$ cat config.mk
export PLATFORM = sky130hd
export DESIGN_NAME = vga_layer_compositor
export DESIGN_NICKNAME = d
export VERILOG_FILES = /design/src/rtl/vga_layer_compositor.sv
export SDC_FILE = /design/constraint.sdc
export NUM_CORES = 2
export LEC_CHECK = 0
export BUFFER_PORTS_ARGS = -buffer_cell sky130_fd_sc_hd__buf_2
export CAP_MARGIN = 10
export CELL_PAD_IN_SITES_DETAIL_PLACEMENT = 0
export CELL_PAD_IN_SITES_GLOBAL_PLACEMENT = 1
export CORE_MARGIN = 2
export CORE_UTILIZATION = 57
export CTS_BUF_LIST = sky130_fd_sc_hd__clkbuf_4
export DETAILED_ROUTE_END_ITERATION = 8
export PLACE_DENSITY = 0.86
export SYNTH_ARGS = -nofsm -noshare
export SYNTH_HDL_FRONTEND = slang
export SYNTH_SLANG_ARGS = --single-unit
$ cat constraint.sdc
create_clock -name clk -period 9.6 [get_ports clk]
set_input_delay 1.92 -clock clk [delete_from_list [all_inputs] [get_ports clk]]
set_output_delay 1.92 -clock clk [all_outputs]
set_load 0.02 [all_outputs]
$ cat src/rtl/vga_layer_compositor.sv
// VGA timing generator with an N-slot rectangle compositor, double-buffered object table,
// three-stage pixel pipeline (hit test, colour select, dimming) and aligned syncs.
module vga_layer_compositor #(
  parameter int CLK_DIV  = 4,
  parameter int H_ACTIVE = 640,
  parameter int H_FP     = 16,
  parameter int H_SYNC   = 96,
  parameter int H_BP     = 48,
  parameter int V_ACTIVE = 480,
  parameter int V_FP     = 10,
  parameter int V_SYNC   = 2,
  parameter int V_BP     = 33,
  parameter int N_OBJ    = 8,
  parameter int COORD_W  = 11
) (
  input  logic                     clk,
  input  logic                     rst,
  input  logic                     obj_wr_en,
  input  logic [$clog2(N_OBJ)-1:0] obj_wr_idx,
  input  logic [COORD_W-1:0]       obj_wr_x,
  input  logic [COORD_W-1:0]       obj_wr_y,
  input  logic [COORD_W-1:0]       obj_wr_w,
  input  logic [COORD_W-1:0]       obj_wr_h,
  input  logic [11:0]              obj_wr_color,
  input  logic                     obj_wr_vis,
  output logic                     obj_wr_ready,
  input  logic [11:0]              bg_color,
  input  logic [3:0]               dim_level,
  output logic                     HS,
  output logic                     VS,
  output logic [3:0]               vgaRed,
  output logic [3:0]               vgaGreen,
  output logic [3:0]               vgaBlue,
  output logic                     frame_start
);

  localparam int H_TOTAL = H_ACTIVE + H_FP + H_SYNC + H_BP;
  localparam int V_TOTAL = V_ACTIVE + V_FP + V_SYNC + V_BP;
  localparam int DIV_W   = (CLK_DIV > 1) ? $clog2(CLK_DIV) : 1;

  typedef struct packed {
    logic [COORD_W-1:0] x;
    logic [COORD_W-1:0] y;
    logic [COORD_W-1:0] w;
    logic [COORD_W-1:0] h;
    logic [11:0]        color;
    logic               vis;
  } obj_t;

  logic [DIV_W-1:0]   div_cnt;
  logic [COORD_W-1:0] hcount;
  logic [COORD_W-1:0] vcount;
  logic               pix_en;
  logic               commit;
  logic               hs_raw;
  logic               vs_raw;
  logic               active_raw;

  obj_t shadow [N_OBJ];
  obj_t live   [N_OBJ];

  logic [N_OBJ-1:0] hit_nxt;
  logic [N_OBJ-1:0] hit1;
  logic             act1;
  logic             hs1, vs1;
  logic [11:0]      col_nxt;
  logic [11:0]      col2;
  logic             hs2, vs2;
  logic             hs3, vs3;

  assign pix_en       = (div_cnt == DIV_W'(CLK_DIV - 1));
  assign commit       = pix_en && (hcount == '0) && (vcount == COORD_W'(V_ACTIVE));
  assign obj_wr_ready = !commit;
  assign frame_start  = pix_en && (hcount == '0) && (vcount == '0);

  assign hs_raw = (hcount >= COORD_W'(H_ACTIVE + H_FP)) &&
                  (hcount <  COORD_W'(H_ACTIVE + H_FP + H_SYNC));
  assign vs_raw = (vcount >= COORD_W'(V_ACTIVE + V_FP)) &&
                  (vcount <  COORD_W'(V_ACTIVE + V_FP + V_SYNC));
  assign active_raw = (hcount < COORD_W'(H_ACTIVE)) && (vcount < COORD_W'(V_ACTIVE));

  always_ff @(posedge clk or negedge rst) begin
    if (!rst) begin
      div_cnt <= '0;
      hcount  <= '0;
      vcount  <= '0;
    end else begin
      div_cnt <= pix_en ? '0 : div_cnt + 1'b1;
      if (pix_en) begin
        if (hcount == COORD_W'(H_TOTAL - 1)) begin
          hcount <= '0;
          vcount <= (vcount == COORD_W'(V_TOTAL - 1)) ? '0 : vcount + 1'b1;
        end else begin
          hcount <= hcount + 1'b1;
        end
      end
    end
  end

  // Writes never land in the commit cycle, so the copy always sees a stable shadow.
  always_ff @(posedge clk or negedge rst) begin
    if (!rst) begin
      for (int i = 0; i < N_OBJ; i++) begin
        shadow[i] <= '0;
        live[i]   <= '0;
      end
    end else begin
      if (obj_wr_en && obj_wr_ready)
        shadow[obj_wr_idx] <= '{x: obj_wr_x, y: obj_wr_y, w: obj_wr_w, h: obj_wr_h,
                                color: obj_wr_color, vis: obj_wr_vis};
      if (commit)
        live <= shadow;
    end
  end

  // Extents are summed one bit wider so a rectangle running past the coordinate range never wraps.
  always_comb begin
    hit_nxt = '0;
    for (int i = 0; i < N_OBJ; i++) begin
      hit_nxt[i] = live[i].vis &&
                   (hcount >= live[i].x) &&
                   ({1'b0, hcount} < ({1'b0, live[i].x} + {1'b0, live[i].w})) &&
                   (vcount >= live[i].y) &&
                   ({1'b0, vcount} < ({1'b0, live[i].y} + {1'b0, live[i].h}));
    end
  end

  always_comb begin
    col_nxt = bg_color;
    for (int i = N_OBJ - 1; i >= 0; i--) begin
      if (hit1[i])
        col_nxt = live[i].color;
    end
    if (!act1)
      col_nxt = '0;
  end

  function automatic logic [3:0] dim_ch(input logic [3:0] c, input logic [3:0] d);
    logic [4:0] mul;
    mul = 5'd16 - {1'b0, d};
    return 4'(({4'b0, c} * {3'b0, mul}) >> 4);
  endfunction

  // Sync pipeline carries "in sync pulse" flags so every pipeline register resets to 0.
  always_ff @(posedge clk or negedge rst) begin
    if (!rst) begin
      hit1     <= '0;
      act1     <= 1'b0;
      hs1      <= 1'b0;
      vs1      <= 1'b0;
      col2     <= '0;
      hs2      <= 1'b0;
      vs2      <= 1'b0;
      hs3      <= 1'b0;
      vs3      <= 1'b0;
      vgaRed   <= '0;
      vgaGreen <= '0;
      vgaBlue  <= '0;
    end else if (pix_en) begin
      hit1     <= hit_nxt;
      act1     <= active_raw;
      hs1      <= hs_raw;
      vs1      <= vs_raw;
      col2     <= col_nxt;
      hs2      <= hs1;
      vs2      <= vs1;
      hs3      <= hs2;
      vs3      <= vs2;
      vgaRed   <= dim_ch(col2[11:8], dim_level);
      vgaGreen <= dim_ch(col2[7:4],  dim_level);
      vgaBlue  <= dim_ch(col2[3:0],  dim_level);
    end
  end

  assign HS = !hs3;
  assign VS = !vs3;

endmodule

# Word level (Yosys, flattened, before mapping)
# Cells that the tools add are included.
[totals]
reg_bits = 975
input_bits = 79
out_inout_bits = 16
word_cells = 240
[classes]
n_addsub = 20
mul = 3
order_cmp = 40
eq_ne = 4
muxes = 15
bitwise_logic = 1
reduce_logical = 46
[ops]
columns = ["op", "n"]
rows = [
  ["bitwise mux 456 bit", 1],
  ["adder 11 x 11 -> 12 bit", 16],
  ["less-than comparator 11 x 12 -> 1 bit", 16],
  [">= comparator 11 bit", 16],
  ["demux 57 bit (select 3 bit)", 1],
  ["two-way mux 12 bit", 9],
  ["two-way mux 57 bit", 1],
  ["logical AND 1 bit", 40],
  ["multiplier 4 x 5 -> 8 bit", 3],
  ["adder 11 x 1 -> 11 bit, second input constant", 2],
  ["== test 11 x 10 -> 1 bit, second input constant", 2],
  ["logical NOT 11 bit", 2],
  ["less-than comparator 11 x 10 -> 1 bit, second input constant", 2],
  ["less-than comparator 11 x 9 -> 1 bit, second input constant", 2],
  ["two-way mux 11 bit", 2],
  ["== test 11 x 9 -> 1 bit, second input constant", 1],
  [">= comparator 11 x 10 -> 1 bit, second input constant", 1],
  [">= comparator 11 x 9 -> 1 bit, second input constant", 1],
  ["subtractor 5 x 4 -> 5 bit, first input constant", 1],
  [">= comparator 4 bit, second input constant", 1],
  ["less-than comparator 4 x 1 -> 1 bit, second input constant", 1],
  ["NOT 3 -> 4 bit", 1],
  ["logical NOT 1 bit", 3],
  ["adder 2 x 1 -> 2 bit, second input constant", 1],
  ["3 further kinds", 3],
]

# Depth between registers and ports, before layout
[logic_depth]
word_depth = 9
mapped_depth = 16
mapped_depth_nobuf = 16

# Worst setup path before layout
# No wires, ideal clock.
[synth_path]
path_type = "input -> register"
start = "input port dim_level[0]"
end = "register vgaGreen[2]"
setup_time_ns = 0.125
t_arrival_ns = 4.927
t_required_ns = 9.475
setup_slack_ns = 4.548
cell_stages = 14
n_path_buf = 1
path_cell_list = "inv_1 -> ha_1 -> xnor2_1 -> clkbuf_1 -> nand2_1 -> fa_1 -> fa_1 -> inv_1 -> ha_1 -> a31oi_1 -> o21bai_1 -> a21oi_1 -> xnor2_1 -> mux2_2"
[synth_via]
elab_chain_len = 2
[synth_rtl]
columns = ["item", "line", "text"]
rows = [
  ["start, declared", "28", "input logic [3:0] dim_level,"],
  ["subtractor 5 x 4 -> 5 bit", "140", "mul = 5'd16 - {1'b0, d};"],
  ["multiplier 4 x 5 -> 8 bit", "141", "return 4'(({4'b0, c} * {3'b0, mul}) >> 4);"],
  ["end signal, assigned", "170", "vgaGreen <= dim_ch(col2[7:4], dim_level);"],
  ["end, declared", "32", "output logic [3:0] vgaGreen,"],
]
# Every way passes these cells.
# A chain may end at the register's enable or synchronous reset.

# Final worst setup path
[layout_path]
start = "register hcount[0]"
end = "output port obj_wr_ready"
[layout_via]
elab_chain_len = 4
[layout_rtl]
columns = ["item", "line", "text"]
rows = [
  ["start, declared", "51", "logic [COORD_W-1:0] hcount;"],
  ["start signal, assigned", "94", "hcount <= hcount + 1'b1;"],
  ["logical NOT 11 bit", "72", "assign commit = pix_en && (hcount == '0) && (vcount == COORD_W'(V_ACTIVE));"],
  ["logical AND 1 bit (2 in a row)", "72", ""],
  ["logical NOT 1 bit", "73", "assign obj_wr_ready = !commit;"],
  ["end, declared", "26", "output logic obj_wr_ready,"],
]
# Every way passes these cells.

==> results.toml <==
[setup_path]
cp-startpoint = "hcount[0]"
cp.arrival_ns = 4.52
cp_max_fo = 38
critPathLaunchType = "flip-flop"
required_ns = 7.68
timing.rr.start = "hcount[0]"
crit_path_end_kind = "primary output"
worstSetupPathType = "flip-flop to primary output"

[power]
combPwrFrac = 0.086
clkPwrFrac = 0.401
ir_worst_vdd_mv = 0.129
swShare = 0.255
cellInternalPower_mw = 6.95
p_leak_nw = 28.7
totalPowerFinal_mw = 9.32
p_per_area_nw_per_um2 = 159
seq_power_share = 0.514
power.switching_mw = 2.38

[route]
wl_mm = 147
antenna_left = 0
vias = 40125
viasPerCell = 5.81
remaining_drc_errors = 0
dr.pass1.iters = 6
drtIter0Drc = 2724
wl_per_cell_um = 21.3

[min_path]
worstHoldStart = "shadow[204]"
hold_class = "flip-flop to flip-flop"

[timing]
drv_slew = 0
hold_violations = 0
postLayoutSetupSlackWorst_ns = 3.16
fmax_ghz = 0.155
tns_ns = 0
finalSetupViolCount = 0
maxSlewHeadroom = 0.200
holdWs_ns = 0.373
final.min_clock_period_ns = 6.44
worst_pin_slew_ns = 1.20
rsz0062_at_grt = "no"
clock_skew_ns = 0.111
min_period_over_period = 0.671

[final_layout]
multi_input_area_um2 = 27100
layout_common_cells = "nand2_1, dfrtp_1, ha_1, mux2_2, clkbuf_4"
fin_cells = 6907
regArea_um2 = 24400
fin_nets = 6123
fin_area_um2 = 58600
filler_cell_count = 7854
final_common_cell = "nand2_1"
layout-drive-gt1-share = 0.189
post-route-util = 0.628
area_growth_pct = 9.51

[clock_network]
post_cts_buffers = 0
cts_root_buffer = "clkbuf_4"
cts-resized-gates = 0
clk_pin_slew_ns = 0.07
ctsHoldBuffers = 0
cts_buffer_depth = 4
cts_tree = "done"
htreeDepth = 5
clk-insertion-delay-late_ns = 1.25
cts_sinks = 975
numCtsBuffers = 285

[logic_synthesis]
netlist_area_um2 = 53500
synth_top_area_frac = 0.456
ys.warnings.count = 0
async_reset_ff_frac = 1.00
synth.net_count = 5867
synth_edf_count = 0
synth_seq_cells = 975
synthCells = 5211
ys.flop_type = "dfrtp_1"
yosysSeqAreaShare = 0.456
synth.distinct_cells = 76
synth_area_per_cell_um2 = 10.3
netlist_top_cells_area = "dfrtp_1, ha_1, mux2_2"
post-synth-top-area-cell = "dfrtp_1"

[placed_design]
dp_slack_ns = 3.75
port-buffer-count = 94
place_inst = 6434
dpl.hpwl_mm = 97.9
gp_congestion = 0.888
place_area_um2 = 55200

[grt]
grt_max_degree = 183
grt_pass1_vias = 40979
antenna_found_initial = 11
grt_usage = 0.315
grt_pass1_wl_mm = 231
gr-total-overflow = 0

[floorplanning]
chipWidth_um = 310
row_count = 112
dieArea_um2 = 96300
die_y_um = 310
fp.coreArea_um2 = 93200
num_io_pins = 95
start_util = 0.574

[outcome]
outcome = "finished clean"

[run]
maxCapViolations = 0
-- power groups by stage --
stage	logic, mW	registers (mW)	clock network, mW
after detailed placement	0.807	4.86	0
after global routing	0.876	4.84	4.05
after CTS	0.810	4.78	3.82
final	0.798	4.79	3.74
after global placement	0.778	4.84	0
after floorplan	0.519	4.81	0
-- routing by layer --
metal	wire length (um)	GRT usage
met1	61700	0.394
met2	72200	0.536
met4	6930	0.155
met5	20	0
met3	6360	0.0460
-- cells by family (layout without fill, tap and decap cells) --
logic type,count (synthesis),after routing,synth area share
compound gates,883,883,0.103
xor+xnor,161,161,0.0264
fa+ha+maj,577,577,0.139
buf+inv,478,905,0.0374
flops,975,975,0.456
mux,493,493,0.106
other cells,0,15,0
simple gates,1644,1644,0.132
-- sequential cells by signal, indices dropped and copies added, names as in the netlist, 8 cells and up --
name,cells
hit1,8
hcount,11
vcount,11
col2,12
live,456
shadow,456
-- critical path, stage by stage (launching register included) --
cell,delay (ns)
dfrtp_1,0.56
inv_1,0.60
ha_1,0.31
nor4b_1,0.29
nand4b_1,0.37
or4_4,0.82
buf_2,0.28
-- cells in the mapped netlist (57+ instances only) --
cell	number
a21oi_1	192
buf_2	73
clkbuf_1	92
inv_1	290
xnor2_1	64
o21ai_0	335
dfrtp_1	975
nor2_1	129
nand2_1	1155
nor2b_1	59
xor2_1	97
nor3_1	57
mux2_2	429
ha_1	546
-- path summary, 6_finish.rpt --
kind                                end  slack [ns]  cells after the start
min in group asynchronous   shadow[138]        0.75                      1
min reg2reg                   live[204]        0.37                      2
max reg2reg                   live[283]        4.50                      9
max in group asynchronous     live[379]        6.59                      3
max                        obj_wr_ready        3.16                      6
min                           live[204]        0.37                      2
-- area by class of cell --
| type | instances | area share |
|---|---|---|
| multi-input cells | 3758 | 0.463 |
| flip-flops and latches | 975 | 0.417 |
| clock buffers | 403 | 0.0517 |
| well taps | 1254 | 0.0268 |
| inverters | 290 | 0.0186 |
| repair buffers | 157 | 0.0176 |
| clock inverters | 55 | 0.00457 |
| diodes | 15 | 0.000641 |
No activity file was read; power rests on OpenSTA's default activity.
